$ cat src/rtl/alu_sequencer.sv
// alu_sequencer: single-issue controller for the external 16-bit ALU. It reads operands
// from an internal register file, waits ALU_LAT cycles, writes back and returns the result.
module alu_sequencer #(
  parameter int unsigned NREGS   = 8,
  parameter int unsigned ALU_LAT = 1,
  localparam int unsigned RW     = $clog2(NREGS),
  localparam int unsigned DW     = 16,
  localparam int unsigned FW     = 4
) (
  input  logic          clk,
  input  logic          rst_n,
  input  logic          cmd_valid,
  output logic          cmd_ready,
  input  logic [FW-1:0] cmd_func,
  input  logic          cmd_imm,
  input  logic [DW-1:0] cmd_imm_val,
  input  logic [RW-1:0] cmd_rd,
  input  logic [RW-1:0] cmd_ra,
  input  logic [RW-1:0] cmd_rb,
  output logic [DW-1:0] alu_a,
  output logic [DW-1:0] alu_b,
  output logic [DW-1:0] alu_imm_val,
  output logic          alu_imm,
  output logic [FW-1:0] alu_func,
  input  logic [DW-1:0] alu_out,
  output logic          rsp_valid,
  input  logic          rsp_ready,
  output logic [DW-1:0] rsp_data,
  output logic [RW-1:0] rsp_rd,
  output logic          busy,
  input  logic [RW-1:0] dbg_addr,
  output logic [DW-1:0] dbg_data
);

  localparam int unsigned CW = 4;

  typedef enum logic [1:0] {
    S_IDLE = 2'd0,
    S_EXEC = 2'd1,
    S_RESP = 2'd2
  } state_t;

  state_t        state;
  state_t        state_nxt;
  logic [CW-1:0] cnt;
  logic [RW-1:0] rd_q;
  logic [DW-1:0] regs [NREGS];
  logic          accept_c;
  logic          done_c;
  logic          release_c;

  // State register
  always_ff @(posedge clk or negedge rst_n) begin
    if (!rst_n) begin
      state <= S_IDLE;
    end else begin
      state <= state_nxt;
    end
  end

  // Next-state logic
  always_comb begin
    state_nxt = state;
    case (state)
      S_IDLE:  if (accept_c)  state_nxt = S_EXEC;
      S_EXEC:  if (done_c)    state_nxt = S_RESP;
      S_RESP:  if (release_c) state_nxt = S_IDLE;
      default: state_nxt = S_IDLE;
    endcase
  end

  // Per-state strobes: command accept, result sample, response release
  always_comb begin
    accept_c  = 1'b0;
    done_c    = 1'b0;
    release_c = 1'b0;
    case (state)
      S_IDLE:  accept_c  = cmd_valid & cmd_ready;
      S_EXEC:  done_c    = (cnt == CW'(1));
      S_RESP:  release_c = rsp_valid & rsp_ready;
      default: ;
    endcase
  end

  // ALU drive, latency counter and response registers; handshake flags track the next state
  always_ff @(posedge clk or negedge rst_n) begin
    if (!rst_n) begin
      cmd_ready   <= 1'b1;
      busy        <= 1'b0;
      alu_a       <= '0;
      alu_b       <= '0;
      alu_imm_val <= '0;
      alu_imm     <= 1'b0;
      alu_func    <= '0;
      rd_q        <= '0;
      cnt         <= '0;
      rsp_valid   <= 1'b0;
      rsp_data    <= '0;
      rsp_rd      <= '0;
    end else begin
      cmd_ready <= (state_nxt == S_IDLE);
      busy      <= (state_nxt != S_IDLE);
      if (accept_c) begin
        alu_a       <= regs[cmd_ra];
        alu_b       <= regs[cmd_rb];
        alu_imm_val <= cmd_imm_val;
        alu_imm     <= cmd_imm;
        alu_func    <= cmd_func;
        rd_q        <= cmd_rd;
        cnt         <= CW'(ALU_LAT);
      end else if (state == S_EXEC) begin
        cnt <= cnt - CW'(1);
      end
      if (done_c) begin
        rsp_data <= alu_out;
        rsp_rd   <= rd_q;
      end
      if (done_c) begin
        rsp_valid <= 1'b1;
      end else if (release_c) begin
        rsp_valid <= 1'b0;
      end
    end
  end

  // Register file; r0 is never written so it always reads zero
  always_ff @(posedge clk or negedge rst_n) begin
    if (!rst_n) begin
      for (int i = 0; i < int'(NREGS); i++) begin
        regs[i] <= '0;
      end
    end else if (done_c && (rd_q != '0)) begin
      regs[rd_q] <= alu_out;
    end
  end

  assign dbg_data = (dbg_addr == '0) ? '0 : regs[dbg_addr];

endmodule

$ cat config.mk
export PLATFORM = sky130hd
export DESIGN_NAME = alu_sequencer
export DESIGN_NICKNAME = d
export VERILOG_FILES = /design/src/rtl/alu_sequencer.sv
export SDC_FILE = /design/constraint.sdc
export NUM_CORES = 1
export LEC_CHECK = 0
export ABC_AREA = 1
export CAP_MARGIN = 20
export CORE_UTILIZATION = 34
export CTS_BUF_LIST = sky130_fd_sc_hd__clkbuf_2
export DETAILED_ROUTE_END_ITERATION = 6
export HOLD_SLACK_MARGIN = 0.1
export MAX_ROUTING_LAYER = met4
export PLACE_DENSITY = 0.51
export SYNTH_ARGS = -nofsm -noshare
export SYNTH_HDL_FRONTEND = slang
export SYNTH_SLANG_ARGS = --single-unit
$ cat constraint.sdc
create_clock -name clk -period 3 [get_ports clk]
set_input_delay 0.75 -clock clk [delete_from_list [all_inputs] [get_ports clk]]
set_output_delay 0.75 -clock clk [all_outputs]
set_load 0.01 [all_outputs]
**Yosys cells after proc, flatten, opt, wreduce, memory -nomap -nowiden**

Index checks and enable logic that the tools add are counted.

- $add $sub $neg: 1
- $mul: 0
- Div/mod/pow operators: 0
- Magnitude comparators: 5
- Eq/ne operators: 3
- Shifts and indexed selects: 0
- Muxes and demuxes: 24
- Bitwise gates (word level): 6
- Reductions and logical operators: 9

Operator list:

| cell | number |
|---|---|
| 16-bit binary-select mux with 3-bit select | 3 |
| 128-bit bitwise mux | 1 |
| 16-bit 2-to-1 mux | 8 |
| 16-bit demux with 3-bit select | 1 |
| 4-bit greater-or-equal comparator, second input constant | 4 |
| 3-bit inverter with 4-bit output | 4 |
| 4-bit 2-to-1 mux | 2 |
| 2-bit 2-to-1 mux | 3 |
| 2-bit one-hot mux with 3 select lines | 1 |
| 2-bit nonzero test | 3 |
| 1-bit 2-to-1 mux | 5 |
| 4-bit by 1-bit == test with 1-bit output, second input constant | 1 |
| 2-bit zero test | 2 |
| 4-bit by 1-bit less-than comparator with 1-bit output, second input constant | 1 |
| 4-bit by 1-bit subtractor with 4-bit output, second input constant | 1 |
| 3-bit zero test | 1 |
| 3-bit nonzero test | 1 |
| 1-bit bitwise AND | 2 |
| 2-bit by 1-bit == test with 1-bit output, second input constant | 1 |
| 2-bit == test, second input constant | 1 |
| 1-bit logical AND | 2 |

- Register bits after elaboration: 212
- Bits in latches: 0
- Memory bits (writable): 0
- Bits in read-only memories: 0
- Memories: 0

**Logic depth before layout (Yosys ltp)**

Gate-level depths: netlist (run 1).

- Depth in word-level cells: 6
- Mapped depth: 9
- Gate-level depth less buffers: 8

**Worst setup path before layout (run 1)**

No wires, ideal clock.

- Kind: input to output
- Start: in dbg_addr[0]
- End: out dbg_data[11]
- Data arrival time: 1715 ps
- Required time: 2250 ps
- Path slack: 535 ps
- Stages on the path: 7
- Path buffers: 3
- Cell sequence: buf_2 buf_2 clkbuf_1 o211ai_1 nand2_1 nor2_1 nor2_1

- Cells in the longest elaborated chain, start to end: 5

Ends and longest elaborated chain:

| item | line | text |
|---|---|---|
| from (decl) | 31 | `input logic [RW-1:0] dbg_addr,` |
| 3-bit inverter with 4-bit output (not written as such) | 137 | `assign dbg_data = (dbg_addr == '0) ? '0 : regs[dbg_addr];` |
| 16-bit binary-select mux with 3-bit select | 137 |  |
| 16-bit 2-to-1 mux (not written as such) (2 in series) | 137 |  |
| 16-bit 2-to-1 mux * | 137 |  |
| to (decl) | 32 | `output logic [DW-1:0] dbg_data` |

Mark *: on every way between the ends. The rest lies on a longest branch, timed or not. The select of a mux whose other input is x is not followed.

**Final worst setup path (run 1)**

- Start: in dbg_addr[1]
- End: out dbg_data[10]

Same word-level chain as after synthesis.

==> qor.yml, run 1 <==
dp.cells: 2190
dr.first_iter.drc_count: 1033
gr-total-overflow: 0
syn_nets: 1729
ant_nets: 0
slowest_stage: "bufbuf_16"
achievable-frequency_mhz: 351.2
crit_chain: "clkdlybuf4s15_2 > bufbuf_16 > a21oi_1 > o21ai_0 > nand2_1 > nor2_1 > nor2_1 > dlygate4sd2_1"
fin_worst_skew_ns: 0.07770
io_pins: 144
syn_area_per_cell_sq_um: 6.914
power_mw: 12.46
slew_headroom_pct: 56.15
worst_pin_slew_ns: 0.6555
seq_area_frac_synth_pct: 45.85
final_cells: 2308
route.detailed.drc: 0
design_area_sq_um: 14170
vias: 11536
totalWireLength_um: 42650
crit_type: "primary input to output pin"
path_buf_inv: 3
clkLatencyLatePin_ns: 0.97
fp.dieW_um: 186.5
worstPathRequired_ns: 2.25
netlist_area_sq_um: 11570
pre_cts_slack_ns: -0.4516
power_density_nw_per_um2: 879.6
die_area_sq_um: 34780
path_clk_slew_ns: 0.11
cts_buffers: 58
globalplace.congestion: 0.9070
drv_cap: 0
holdWs_ns: 0.3030
critPathMaxFanout: 24
p_leak_nw: 7.610
syn_to_final_growth_pct: 22.43
port_buffers: 143
setup_violations: 0
synthCells: 1674
rows: 67
grt_max_degree: 63
cts_root_buf: "clkbuf_2"
cts_num_sinks: 212
final_layout_size_suffix_gt1_share_pct: 10.97
grt_pass1_vias: 11512
synthDistinctLibCells: 25
worstPathArrival_ns: 2.10
cts_tree: "built"
layout_common_cells: "nand2_1, nand3_1, dfrtp_1"
ir_worst_vdd_uv: 469.5
worst_slack_ns: 0.1530
die_y_um: 186.5
layout_commonest_cell: "nand2_1"
cts_buffer_depth: 3
hpwl_um: 27880
end_kind: "output pin"
final_hold_viol_count: 0
nFillCells: 3664
wl_per_cell_um: 18.48
path_delay_family: "buffers and inverters"
finalNetCount: 1867
fin_crit_sh_pct: 94.90
grt_usage_pct: 25.83
fin_crit_ns: 2.847
yosys_register_bits: 212
coreArea_sq_um: 33530
vias_per_cell: 4.998
dr.pass1.iters: 6
htree_levels: 2
synth_warnings: 0
status: "finished, final reports clean"
slew_viol_final: 0
grt_pass1_wl_um: 67740
slowest_delay_ns: 0.34
path_common_cell: "nor2_1"
detailed_place.area_sq_um: 13560
start_kind: "primary input"
start_util_pct: 34.51
hold_path_class: "primary input to flip-flop"
grt_antenna_before_repair: 1
synth_stat cells (all sizes together):
master / instances / area, sq um
clkbuf: 74 / 279.0
nand3b: 1 / 20.02
clkinv: 1 / 3.750
o211ai: 16 / 120.1
nand4: 1 / 6.260
nor3: 1 / 10.01
nor2: 40 / 166.4
ha: 2 / 25.02
dfrtp: 211 / 5280
inv: 180 / 675.7
nand2: 643 / 2419
buf: 50 / 250.2
dfstp: 1 / 26.28
a21oi: 16 / 80.08
o21ai: 154 / 770.7
nand3: 283 / 1441
repair_timing:
action,4_1_cts,5_1_grt
endpoints found under the setup margin,16,14
resized for setup,45,33
hold endpoints to repair,57,0
pin swaps,3,7
cloned,1,0
setup buffers,2,6
hold buffers,1,0
kinds of logic after synthesis:
logic type,count (synthesis),synth area share (%)
buf+inv,305,10.44
flops,212,45.85
simple gates,969,35.10
compound gates,186,8.389
fa+ha+maj,2,0.2162
state kept, by name, summed over array words and instances, names as in the netlist:
signal       count
regs           128
alu_a           16
alu_b           16
alu_imm_val     16
rsp_data        16
alu_func         4
cnt              4
rd_q             3
rsp_rd           3
state            2
alu_imm          1
busy             1
cmd_ready        1
rsp_valid        1
area by class of cell:
class                           instances  area [sq um]  share of cell area (%)
Antenna cell                            1         2.502                 0.01766
Clock inverter                         30         153.9                   1.086
Sequential cell                       212          5306                   37.45
Clock buffer                           77         385.4                   2.720
Timing Repair Buffer                  202          1998                   14.10
Tap cell                              448         560.5                   3.956
Multi-Input combinational cell       1157          5082                   35.87
Inverter                              181         680.7                   4.804
path summary, 6_finish.rpt:
| check | startpoint | to | slack, ns | depth (start not counted) |
|---|---|---|---|---|
| max | dbg_addr[1] | dbg_data[10] | 0.15 | 8 |
| min | cmd_imm_val[12] | alu_imm_val[12] | 0.30 | 3 |
| max reg2reg | cnt[1] | regs[25] | 1.00 | 7 |
| min reg2reg | regs[117] | regs[117] | 0.40 | 0 |
| max in group asynchronous | rst_n | cmd_ready | 1.89 | 3 |
| min in group asynchronous | rst_n | regs[102] | 0.35 | 2 |
worst reg2reg max path, delay by kind of cell (launching register included):
kind	cells	cell delay, ns
AO/OA/AOI/OAI	1	0.33
adder cells (fa/ha/maj)	1	0.14
buffers and inverters	2	0.17
flip-flops	1	0.39
AND/OR/NAND/NOR	3	0.85
through the flow:
step	TNS, ns	utilization [%]
global route	-0.009119	42.26
floorplan	0	-
global placement	-6.252	40.45
CTS	0	42.16
detailed placement	-6.230	40.45
finish	0	42.26
routing by layer:
layer / part of all wire (%) / up-vias / track usage, %
met3: 7.5 / 106 / 4.608
met4: 3.7 / 0 / 10.69
met5: 0 / - / -
li1: - / 5581 / -
met2: 45 / 466 / 39.24
met1: 44 / 5383 / 33.92
power breakdown:
part	switching [mW]	internal, mW
registers	0.815	4.08
clock network	1.32	0.810
logic	3.16	2.28
total	5.29	7.17
(Power assumes the default switching activity.)
==> run 2, diff against run 1 <==
--- a/config.mk
+++ b/config.mk
@@ -10,6 +10,7 @@
 export CORE_UTILIZATION = 34
 export CTS_BUF_LIST = sky130_fd_sc_hd__clkbuf_2
 export DETAILED_ROUTE_END_ITERATION = 6
+export GPL_ROUTABILITY_DRIVEN = 0
 export HOLD_SLACK_MARGIN = 0.1
 export MAX_ROUTING_LAYER = met4
 export PLACE_DENSITY = 0.51
==> run 2 against run 1 <==
First-iteration DRC count decreased by 4.3%; cell count decreased by 0.39%; largest cell class unchanged; sequential cell count unchanged; sequential share of layout area increased by 0.34 points; combinational power about the same; via count increased by 1.2%; hold slack improved by 0.041 ns; highest routed layer unchanged; wire length increased by 0.41%; sequential power about the same; total power decreased by 1.1%.
==> qor.yml, run 2 (synthesis gave the netlist of run 1 again) <==
power_mw: 12.33
achievable-frequency_mhz: 348.5
route.detailed.drc: 0
grt_max_degree: 65
syn_to_final_growth_pct: 21.34
start_kind: "primary input"
final_hold_viol_count: 0
totalWireLength_um: 42820
layout_commonest_cell: "nand2_1"
die_y_um: 186.5
fp.dieW_um: 186.5
m1WireLength_um: 18940
start_util_pct: 34.51
cts_tree: "built"
slew_viol_final: 0
hpwl_um: 27810
worstPathArrival_ns: 2.12
rows: 67
coreArea_sq_um: 33530
fin_worst_skew_ns: 0.09630
die_area_sq_um: 34780
grt_pass1_vias: 11595
ir_worst_vdd_uv: 386.8
power_density_nw_per_um2: 877.9
wl_met3_um: 3268
io_pins: 144
end_kind: "output pin"
top_layer: "met4"
grt_pass1_wl_um: 67850
cts_buffer_depth: 3
setup_violations: 0
cp-startpoint: "dbg_addr[0]"
wl_per_cell_um: 18.63
path_clk_slew_ns: 0.10
slew_headroom_pct: 52.32
htree_levels: 2
r2r_start: "cnt[1]"
vias: 11675
gr-total-overflow: 0
dr_wl_met2_um: 19310
dr.first_iter.drc_count: 989
regMostFlops: "regs"
status: "finished, final reports clean"
tns_ns: 0
clkLatencyLatePin_ns: 0.96
critPathMaxFanout: 12
p_leak_nw: 7.592
cts_num_sinks: 212
layout_common_cells: "nand2_1, nand3_1, dfrtp_1"
dr.pass1.iters: 7
hold_path_class: "primary input to async pin"
pre_cts_slack_ns: -0.4193
drv_cap: 0
port_buffers: 143
vias_per_cell: 5.078
grt_usage_pct: 25.90
cts_buffers: 58
grt_antenna_before_repair: 2
ant_nets: 0
worstPathRequired_ns: 2.25
fin_crit_ns: 2.869
finalNetCount: 1862
worst_pin_slew_ns: 0.7126
fin_crit_sh_pct: 95.65
rsz0062_at_grt: "true"
crit_type: "primary input to output pin"
cts_root_buf: "clkbuf_2"
worst_slack_ns: 0.1306
final_layout_size_suffix_gt1_share_pct: 10.01
largest_register_ffs: 128
post-route-util_pct: 41.88
nFillCells: 3636
[run 2: repair_timing]
| action | CTS | global route |
|---|---|---|
| setup buffers | 4 | 2 |
| hold buffers | 1 | 0 |
| cloned | 1 | 0 |
| endpoints found under the setup margin | 16 | 10 |
| resized for setup | 32 | 22 |
| pin swaps | 0 | 1 |
| hold endpoints to repair | 56 | 0 |
[run 2: worst paths after layout]
| kind | end | slack [ns] | depth (start not counted) |
|---|---|---|---|
| setup / recovery | dbg_data[5] | 0.13 | 9 |
| hold / removal | regs[84] | 0.34 | 2 |
| setup reg to reg | regs[29] | 0.90 | 7 |
| hold reg to reg | regs[113] | 0.40 | 0 |
| max in group asynchronous | alu_imm_val[1] | 1.84 | 3 |
| min in group clk | rd_q[0] | 0.37 | 3 |
[run 2: metal layers]
metal / vias up / track usage (%)
met5: - / -
met4: 0 / 9.111
met3: 103 / 4.664
met2: 520 / 40.30
met1: 5495 / 33.82
li1: 5557 / -
[run 2: layout make-up]
cell class	count	area [sq um]	share of cell area (%)
clock buffer	86	430.4	3.065
sequential	212	5306	37.79
inverter	181	680.7	4.847
antenna	2	5.005	0.03564
timing repair buffer	197	1923	13.69
multi-input combinational	1157	5071	36.11
tap	448	560.5	3.991
clock inverter	16	66.31	0.4722
[run 2: report_power, final]
part,internal [mW],switching [mW]
clock,0.765,1.28
combinational,2.24,3.17
sequential,4.08,0.786
[run 2: critical path: stages]
cell,delay (ns)
buf_2,0.29
inv_1,0.15
buf_4,0.21
nand2_1,0.07
nand3_1,0.06
nand3_1,0.10
nand2_1,0.06
nor2_1,0.13
dlygate4sd2_1,0.28
[run 2: stage by stage]
step	hold WS (ns)	cell area, sq um	cells
after global routing	0.2913	14040	2299
after detailed placement	0.3852	13500	2187
after CTS	0.2871	14060	2295
after floorplan	0.4450	11570	1674
after global placement	0.3877	13500	2187
final	0.3440	14040	2299
